===== src/rtl/uart_pkg.sv =====
// uart_pkg: shared types and constants for the host-link UART.
// Used by the transmit stage and its baud counter.
package uart_pkg;

    typedef enum logic [1:0] {
        IDLE,
        START,
        DATA,
        STOP
    } tx_state_t;

    localparam int UART_DATA_BITS            = 8;
    localparam int UART_DEFAULT_CLKS_PER_BIT = 434;

endpackage


===== src/rtl/uart_tx_sr_baud_tick_counter.sv =====
// baud_tick_counter: free-running bit-period divider.
// Emits a one-cycle tick on the terminal count and wraps to zero.
module baud_tick_counter
    import uart_pkg::*;
#(
    parameter int CLKS_PER_BIT = UART_DEFAULT_CLKS_PER_BIT
) (
    input  logic clk,
    input  logic n_rst,
    input  logic clear,
    input  logic enable,
    output logic tick
);

    localparam int CW = (CLKS_PER_BIT > 1) ? $clog2(CLKS_PER_BIT) : 1;
    localparam logic [CW-1:0] TERM = CW'(CLKS_PER_BIT - 1);

    logic [CW-1:0] count;

    assign tick = enable && (count == TERM);

    // Count cycles within the current bit; restart on every byte capture.
    always_ff @(posedge clk or negedge n_rst) begin
        if (!n_rst) begin
            count <= '0;
        end else if (clear) begin
            count <= '0;
        end else if (enable) begin
            if (count == TERM) begin
                count <= '0;
            end else begin
                count <= count + 1'b1;
            end
        end
    end

endmodule


===== src/rtl/uart_tx_sr.sv =====
// uart_tx_sr: 8N1 serial transmitter fed by the byte-source stage.
// Captures a byte, pulses inc_data, shifts it out LSB first.
module uart_tx_sr
    import uart_pkg::*;
#(
    parameter int CLKS_PER_BIT = UART_DEFAULT_CLKS_PER_BIT
) (
    input  logic       clk,
    input  logic       n_rst,
    input  logic       data_valid,
    input  logic [7:0] tx_data,
    output logic       inc_data,
    output logic       tx_out,
    output logic       busy
);

    tx_state_t                 state;
    logic [UART_DATA_BITS-1:0] shift_reg;
    logic [2:0]                bit_idx;
    logic                      tick;
    logic                      capture;

    // A new byte is taken only from IDLE or at the final STOP cycle,
    // which keeps the frame immutable and allows gapless back-to-back.
    assign capture = data_valid &&
                     ((state == IDLE) || ((state == STOP) && tick));

    assign busy = (state != IDLE);

    baud_tick_counter #(
        .CLKS_PER_BIT(CLKS_PER_BIT)
    ) u_baud (
        .clk    (clk),
        .n_rst  (n_rst),
        .clear  (capture),
        .enable (busy),
        .tick   (tick)
    );

    // Frame sequencer; tx_out is loaded with the level of the state
    // being entered so the line is registered yet has no extra latency.
    always_ff @(posedge clk or negedge n_rst) begin
        if (!n_rst) begin
            state     <= IDLE;
            shift_reg <= '0;
            bit_idx   <= '0;
            tx_out    <= 1'b1;
            inc_data  <= 1'b0;
        end else begin
            inc_data <= capture;
            if (capture) begin
                state     <= START;
                shift_reg <= tx_data;
                bit_idx   <= '0;
                tx_out    <= 1'b0;
            end else if (tick) begin
                unique case (state)
                    START: begin
                        state  <= DATA;
                        tx_out <= shift_reg[0];
                    end
                    DATA: begin
                        shift_reg <= shift_reg >> 1;
                        if (bit_idx == 3'd7) begin
                            state   <= STOP;
                            bit_idx <= '0;
                            tx_out  <= 1'b1;
                        end else begin
                            bit_idx <= bit_idx + 3'd1;
                            tx_out  <= shift_reg[1];
                        end
                    end
                    STOP: begin
                        state  <= IDLE;
                        tx_out <= 1'b1;
                    end
                    default: begin
                        state  <= IDLE;
                        tx_out <= 1'b1;
                    end
                endcase
            end
        end
    end

endmodule


===== config.mk =====
export PLATFORM = sky130hd
export DESIGN_NAME = uart_tx_sr
export DESIGN_NICKNAME = d
export VERILOG_FILES = /design/src/rtl/uart_pkg.sv /design/src/rtl/uart_tx_sr_baud_tick_counter.sv /design/src/rtl/uart_tx_sr.sv
export SDC_FILE = /design/constraint.sdc
export NUM_CORES = 1
export LEC_CHECK = 0
export BUFFER_PORTS_ARGS = -buffer_cell sky130_fd_sc_hd__buf_2
export CAP_MARGIN = 20
export CORE_MARGIN = 3
export CORE_UTILIZATION = 50
export DETAILED_ROUTE_END_ITERATION = 16
export GPL_TIMING_DRIVEN = 0
export PLACE_DENSITY = 0.8
export SLEW_MARGIN = 20
export SYNTH_ARGS = -nofsm -noshare
export SYNTH_HDL_FRONTEND = slang
export SYNTH_SLANG_ARGS = --single-unit

===== constraint.sdc =====
create_clock -name clk -period 2.49 [get_ports clk]
set_clock_uncertainty 0.05 [all_clocks]
set_input_delay 0.498 -clock clk [delete_from_list [all_inputs] [get_ports clk]]
set_output_delay 0.498 -clock clk [all_outputs]
set_load 0.02 [all_outputs]

---- After elaboration in Yosys (flattened, before gate mapping) ----
Index checks and enable logic that the tools add are counted.
word-level totals
  flip-flop bits (word level) ............. 24
  input port bits ......................... 11
  output and inout port bits .............. 3
  word-level logic and storage cells ...... 43
operators by class
  add/sub/neg operators ................... 2
  equality and inequality tests ........... 6
  mux-type cells .......................... 18
  reduce and logical (&&, ||, !) cells .... 11
operators with widths
  operator                                                               number
  9-bit 2-to-1 mux                                                       3
  8-bit 2-to-1 mux                                                       3
  3-bit 2-to-1 mux                                                       4
  9-bit by 1-bit adder with 9-bit output, second input constant          1
  9-bit equality test, second input constant                             1
  2-bit nonzero test                                                     4
  2-bit 2-to-1 mux                                                       3
  2-bit equality test, second input constant                             2
  2-bit one-hot mux with 2 select lines                                  1
  2-bit AND reduction                                                    2
  3-bit by 1-bit adder with 3-bit output, second input constant          1
  3-bit equality test, second input constant                             1
  1-bit logical AND                                                      3
  1-bit 2-to-1 mux                                                       3
  3-bit != test, second input constant                                   1
  2-bit by 1-bit equality test with 1-bit output, second input constant  1
  2-bit logical NOT                                                      1
  1-bit one-hot mux with 2 select lines                                  1
  1-bit logical OR                                                       1

---- Logic depth before layout (Yosys ltp) ----
  depth after elaboration ................. 7
  gate-level depth with buffers ........... 7
  depth with buffers taken out ............ 6

---- By module ----
A second synthesis with hierarchy kept.
unflattened totals
  cells, all modules ...................... 134
  area total of the unflattened synthesis .. 1,351.3 µm²
by module, submodules not included
  module             times used  cells each  area each (µm²)  sequential area each (µm²)
  uart_tx_sr         1           79          835.8            376.6
  baud_tick_counter  1           55          515.5            225.2

---- Worst setup path before layout ----
No wires, ideal clock.
  path kind ............................... reg2reg
  start ................................... register u_baud.count[3]
  end ..................................... register state[0]
  setup time .............................. 0.126 ns
  arrival ................................. 1.735 ns
  data required time ...................... 2.314 ns
  setup slack ............................. 0.579 ns
  stages on the path, launching flop included .. 5
  path buffers ............................ 0
  period minus slack after synthesis ...... 1.911 ns
  cell sequence ........................... dfrtp_1 > or4b_4 > o31ai_4 > o21ai_2 > a221o_1
between the ends
  longest elaborated chain between the ends .. 7
  elaborated cells between the ends (all ways) .. 9
  those cells by class .................... 2 x eq/ne; 1 x mux; 6 x reduce/logical
ends and longest elaborated chain
  element                                                                      RTL line                            text
  from (decl)                                                                  uart_tx_sr_baud_tick_counter.sv:18  logic [CW-1:0] count;
  from (signal assigned)                                                       uart_tx_sr_baud_tick_counter.sv:32  count <= count + 1'b1;
  9-bit equality test *                                                        uart_tx_sr_baud_tick_counter.sv:20  assign tick = enable && (count == TERM);
  1-bit logical AND *                                                          uart_tx_sr_baud_tick_counter.sv:20
  1-bit logical AND                                                            uart_tx_sr.sv:26                    ((state == IDLE) || ((state == STOP) && tick));
  1-bit logical OR                                                             uart_tx_sr.sv:26
  1-bit logical AND                                                            uart_tx_sr.sv:25                    assign capture = data_valid &&
  3-bit != test (no source line) / 2-bit nonzero test (equally long branches)  -
  2-bit AND reduction (no source line)                                         -
  to (signal assigned)                                                         uart_tx_sr.sv:44                    state <= IDLE;
  to (signal assigned)                                                         uart_tx_sr.sv:52                    state <= START;
  to (signal assigned)                                                         uart_tx_sr.sv:59                    state <= DATA;
  to (decl)                                                                    uart_tx_sr.sv:17                    tx_state_t state;
Every way passes the cells marked *; elsewhere a longest branch is shown, timed or not.
A chain may end at the register's enable or synchronous reset.

---- Worst setup path after layout ----
  start ................................... register u_baud.count[3]
  end ..................................... register shift_reg[3]
between the ends
  longest elaborated chain between the ends .. 7
  elaborated cells between the ends (all ways) .. 9
  those cells by class .................... 1 x eq/ne; 1 x mux; 7 x reduce/logical
ends and longest elaborated chain
  element                               RTL line                            text
  9-bit equality test *                 uart_tx_sr_baud_tick_counter.sv:20
  1-bit logical AND *                   uart_tx_sr_baud_tick_counter.sv:20
  1-bit logical AND                     uart_tx_sr.sv:26
  1-bit logical OR                      uart_tx_sr.sv:26
  1-bit logical AND                     uart_tx_sr.sv:25
  2-bit nonzero test (no source line)   -
  2-bit AND reduction (no source line)  -
  to (signal assigned)                  uart_tx_sr.sv:53                    shift_reg <= tx_data;
  to (signal assigned)                  uart_tx_sr.sv:63                    shift_reg <= shift_reg >> 1;
  to (decl)                             uart_tx_sr.sv:18                    logic [UART_DATA_BITS-1:0] shift_reg;
Marks and branches as above.

==> Flow_metrics.wiki <==
{| class="wikitable"
! Metric !! Value
|-
| Run status || finished clean
|-
| Smallest setup slack after layout || 0.398 ns
|-
| Largest stage delay, worst path || 0.58 ns
|-
| Worst slack, placed || 0.447 ns
|-
| Category of the critical setup timing path || reg2reg
|-
| Total placed instance area || 0.00144 mm^2
|-
| Primary FF master, synth || dfrtp_1
|-
| Longest Clk Path Bufs || 2
|-
| Post-detailed-placement half-perimeter wirelength || 2080 um
|-
| Number of DRC markers after the initial detailed-route iteration || 56
|-
| Critical Path Source Type || flip-flop
|-
| # rows || 18
|-
| Die Ht || 57.7 um
|-
| Count of different cell masters after synthesis || 35
|-
| Tightest slew margin relative to the limit || 65.1%
|-
| Horiz. Die Dim || 57.7 um
|-
| Yosys top cell area share || 43.1%
|-
| Buffer count from post-CTS setup fixing || 0
|-
| Worst endpoint required time || 2.64 ns
|-
| Number of H-tree branching levels || 1
|-
| CP Launch Point || u_baud.count[3]
|-
| HP Class || in2async
|-
| Worst voltage drop across the vdd grid || 0.719 mV
|-
| Post-CTS clock slew at the launch and capture registers of the worst setup and hold paths || 0.13 ns
|-
| GRT Total Usage || 19.2%
|-
| Max cap viols || 0
|-
| Net Count, Synth || 156
|-
| Number of hold-slack violations in the final timing report || 0
|-
| CTS buffer count || 3
|-
| Final-report max-slew violation count || 0
|-
| Min Tclk post-route || 2.09 ns
|-
| Post-DRT Antenna Nets || 0
|-
| Slack of the worst reg-to-reg path || 0.40 ns
|-
| Count of endpoints failing setup in the final report || 0
|-
| Area inside the core boundary || 0.00250 mm^2
|-
| Global routing's busiest layer || met2
|-
| Register area share after synthesis || 45.0%
|-
| Highest net fanout along the worst path || 10
|-
| FF-to-FF Start || u_baud.count[3]
|-
| Pwr dens || 1000 mW/mm^2
|-
| Number of flip-flops in the largest register || 9
|-
| Final weighted congestion in routability-driven placement || 0.829
|-
| Detailed Route WL || 2830 um
|-
| First-pass DRT Iterations || 4
|-
| Worst Max-Slew Pin Slew || 0.523 ns
|-
| Total gr overflow || 0
|-
| Count of vias placed by the detailed router || 1156
|-
| Number of input and output port buffers inserted || 13
|-
| Via count of the first global-routing pass || 1163
|-
| M2 GR Usage || 30.2%
|-
| CTS tree || built
|-
| Number of enable flip-flop cells after synthesis || 0
|-
| Clock root buffer || clkbuf_4
|-
| RSZ-0062 raised after global routing || no
|-
| Sort of element at the end of the critical path || flip-flop
|-
| Worst path cell trace || or4b_4, o21ai_1, buf_2, a21o_1, a31oi_1
|-
| Synth warnings || 0
|-
| Static leakage || 0.630 nW
|-
| Relative area change from synthesis to final layout || 9.64%
|-
| Starting density of the core || 53.5%
|-
| Mapped Area || 0.00134 mm^2
|-
| Slowest cell on the critical path || or4b_4
|-
| Maximum number of pins on one net before global-route repair || 25
|-
| Number of instances resized during post-cts repair || 0
|-
| Async set or reset register ratio after synthesis || 100%
|-
| Synth area leaders || dfrtp_1, ha_1, o21ai_0
|-
| Sum of negative setup slack || 0 ns
|-
| Largest area contributor in the synthesized netlist || dfrtp_1
|-
| Highest Clock Rate || 478 MHz
|-
| Mean routed wirelength per cell || 15.4 um
|-
| Number of top-level design ports || 14
|-
| Antenna cell count || 0
|-
| Average vias per placed instance || 6.28
|-
| Post-route DRC violation count || 0
|-
| Fraction of layout cells with a size suffix above 1 || 15.6%
|-
| Post-route fraction of the period consumed by the critical path || 84.0%
|-
| Number of buffers inserted by hold repair at cts || 0
|-
| Cell count after synthesis || 137
|-
| Die area || 0.00333 mm^2
|-
| Worst-Skew Late Latency || 0.31 ns
|-
| TritonCTS sink count || 24
|-
| Post-layout total power || 0.00147 W
|-
| Length in cells of the worst reg-to-reg path || 5
|-
| Post-route cell area || 0.00147 mm^2
|-
| Flops & latches, synth || 24
|-
| R2r endpoint || shift_reg[3]
|-
| Met3 Resource Use GR || 2.45%
|-
| Arrival time of the worst setup path || 2.24 ns
|-
| Destination of the critical timing path || shift_reg[3]
|-
| Global-route wire length before repair || 5090 um
|-
| Initial antenna violation count || 0
|-
| Syn avg cell area || 9.75 um^2
|-
| Final-stage net count || 174
|-
| Met1 Usage GRT || 27.0%
|}
placed cells by master (no fill, tap or decap), types with 2 or more instances in the layout:
cell type / count
dfrtp_1: 23
buf_2: 16
o21ai_0: 15
nand3_1: 11
nand2_1: 8
a211oi_1: 8
ha_1: 8
a31oi_1: 7
inv_1: 6
a21oi_1: 6
clkbuf_1: 5
nor2_1: 4
nand4_1: 3
a32o_1: 3
clkbuf_4: 3
and4_1: 2
and3_1: 2
nor2b_1: 2
mux2i_1: 2
nor3_1: 2
xnor2_1: 2
a22o_1: 2
kinds of logic (layout without fill, tap and decap cells):
group / after synthesis / in the layout / share of synthesized area, %
compound gates: 49 / 49 / 24.8
xor+xnor: 2 / 2 / 1.31
fa+ha+maj: 8 / 8 / 7.49
buf+inv: 13 / 30 / 3.93
flops: 24 / 24 / 45.0
mux: 2 / 2 / 1.50
simple gates: 39 / 39 / 15.9
cell type report:
| cell class | instances | area [um^2] |
|---|---|---|
| clock buffers | 4 | 26.3 |
| fillers | 233 | 1030 |
| multi-input cells | 100 | 682 |
| inverters | 6 | 22.5 |
| well taps | 30 | 37.5 |
| repair buffers | 13 | 65.1 |
| flip-flops and latches | 24 | 602 |
| plain buffers | 7 | 30.0 |
worst min-delay path by stage:
stage / start / endpoint / cells after the start
3_3_place_gp: bit_idx[1] / bit_idx[1] / 1
6_report: n_rst / state[0] / 1
2_1_floorplan: n_rst / bit_idx[0] / 0
4_1_cts: n_rst / u_baud.count[4] / 1
3_5_place_dp: shift_reg[7] / shift_reg[7] / 1
5_1_grt: n_rst / state[0] / 1
synthesized netlist by cell type (2+ instances only):
cell and count:
nand4_1 3, nor3_1 2, a32o_1 3, mux2i_1 2
a211oi_1 8, nor2_1 4, nor2b_1 2, clkbuf_1 4
inv_1 6, and3_1 2, nand2_1 8, o21ai_0 15
buf_2 3, a31oi_1 7, and4_1 2, a21oi_1 6
nand3_1 11, ha_1 8, xnor2_1 2, dfrtp_1 23
a22o_1 2
power by group:
part | leakage [nW] | total (W) | internal (W) | switching [W]
clock network | 0.0150 | 0.000177 | 0.0000627 | 0.000114
logic | 0.314 | 0.000692 | 0.000249 | 0.000443
registers | 0.302 | 0.000597 | 0.000512 | 0.0000850
layer usage:
metal / wire [um] / vias to the layer above
met2: 1360 / 31
met5: 0 / -
met3: 152 / 4
li1: - / 554
met1: 1260 / 567
met4: 46 / 0
through the flow:
step	hold slack, ns	instances	util (%)
finish	0.0870	184	58.6
global route	0.105	184	58.6
CTS	0.104	184	58.6
detailed placement	0.435	180	57.6
global placement	0.432	180	57.6
floorplan	0.152	137	-
worst max-delay path: cells and delay by family, from the launching register on:
kind                   cells  cell delay, ns
flip-flops                 1            0.47
AO/OA/AOI/OAI              3            0.63
AND/OR/NAND/NOR            1            0.58
buffers and inverters      1            0.25
Note: power is estimated with default switching activity, not from simulation.
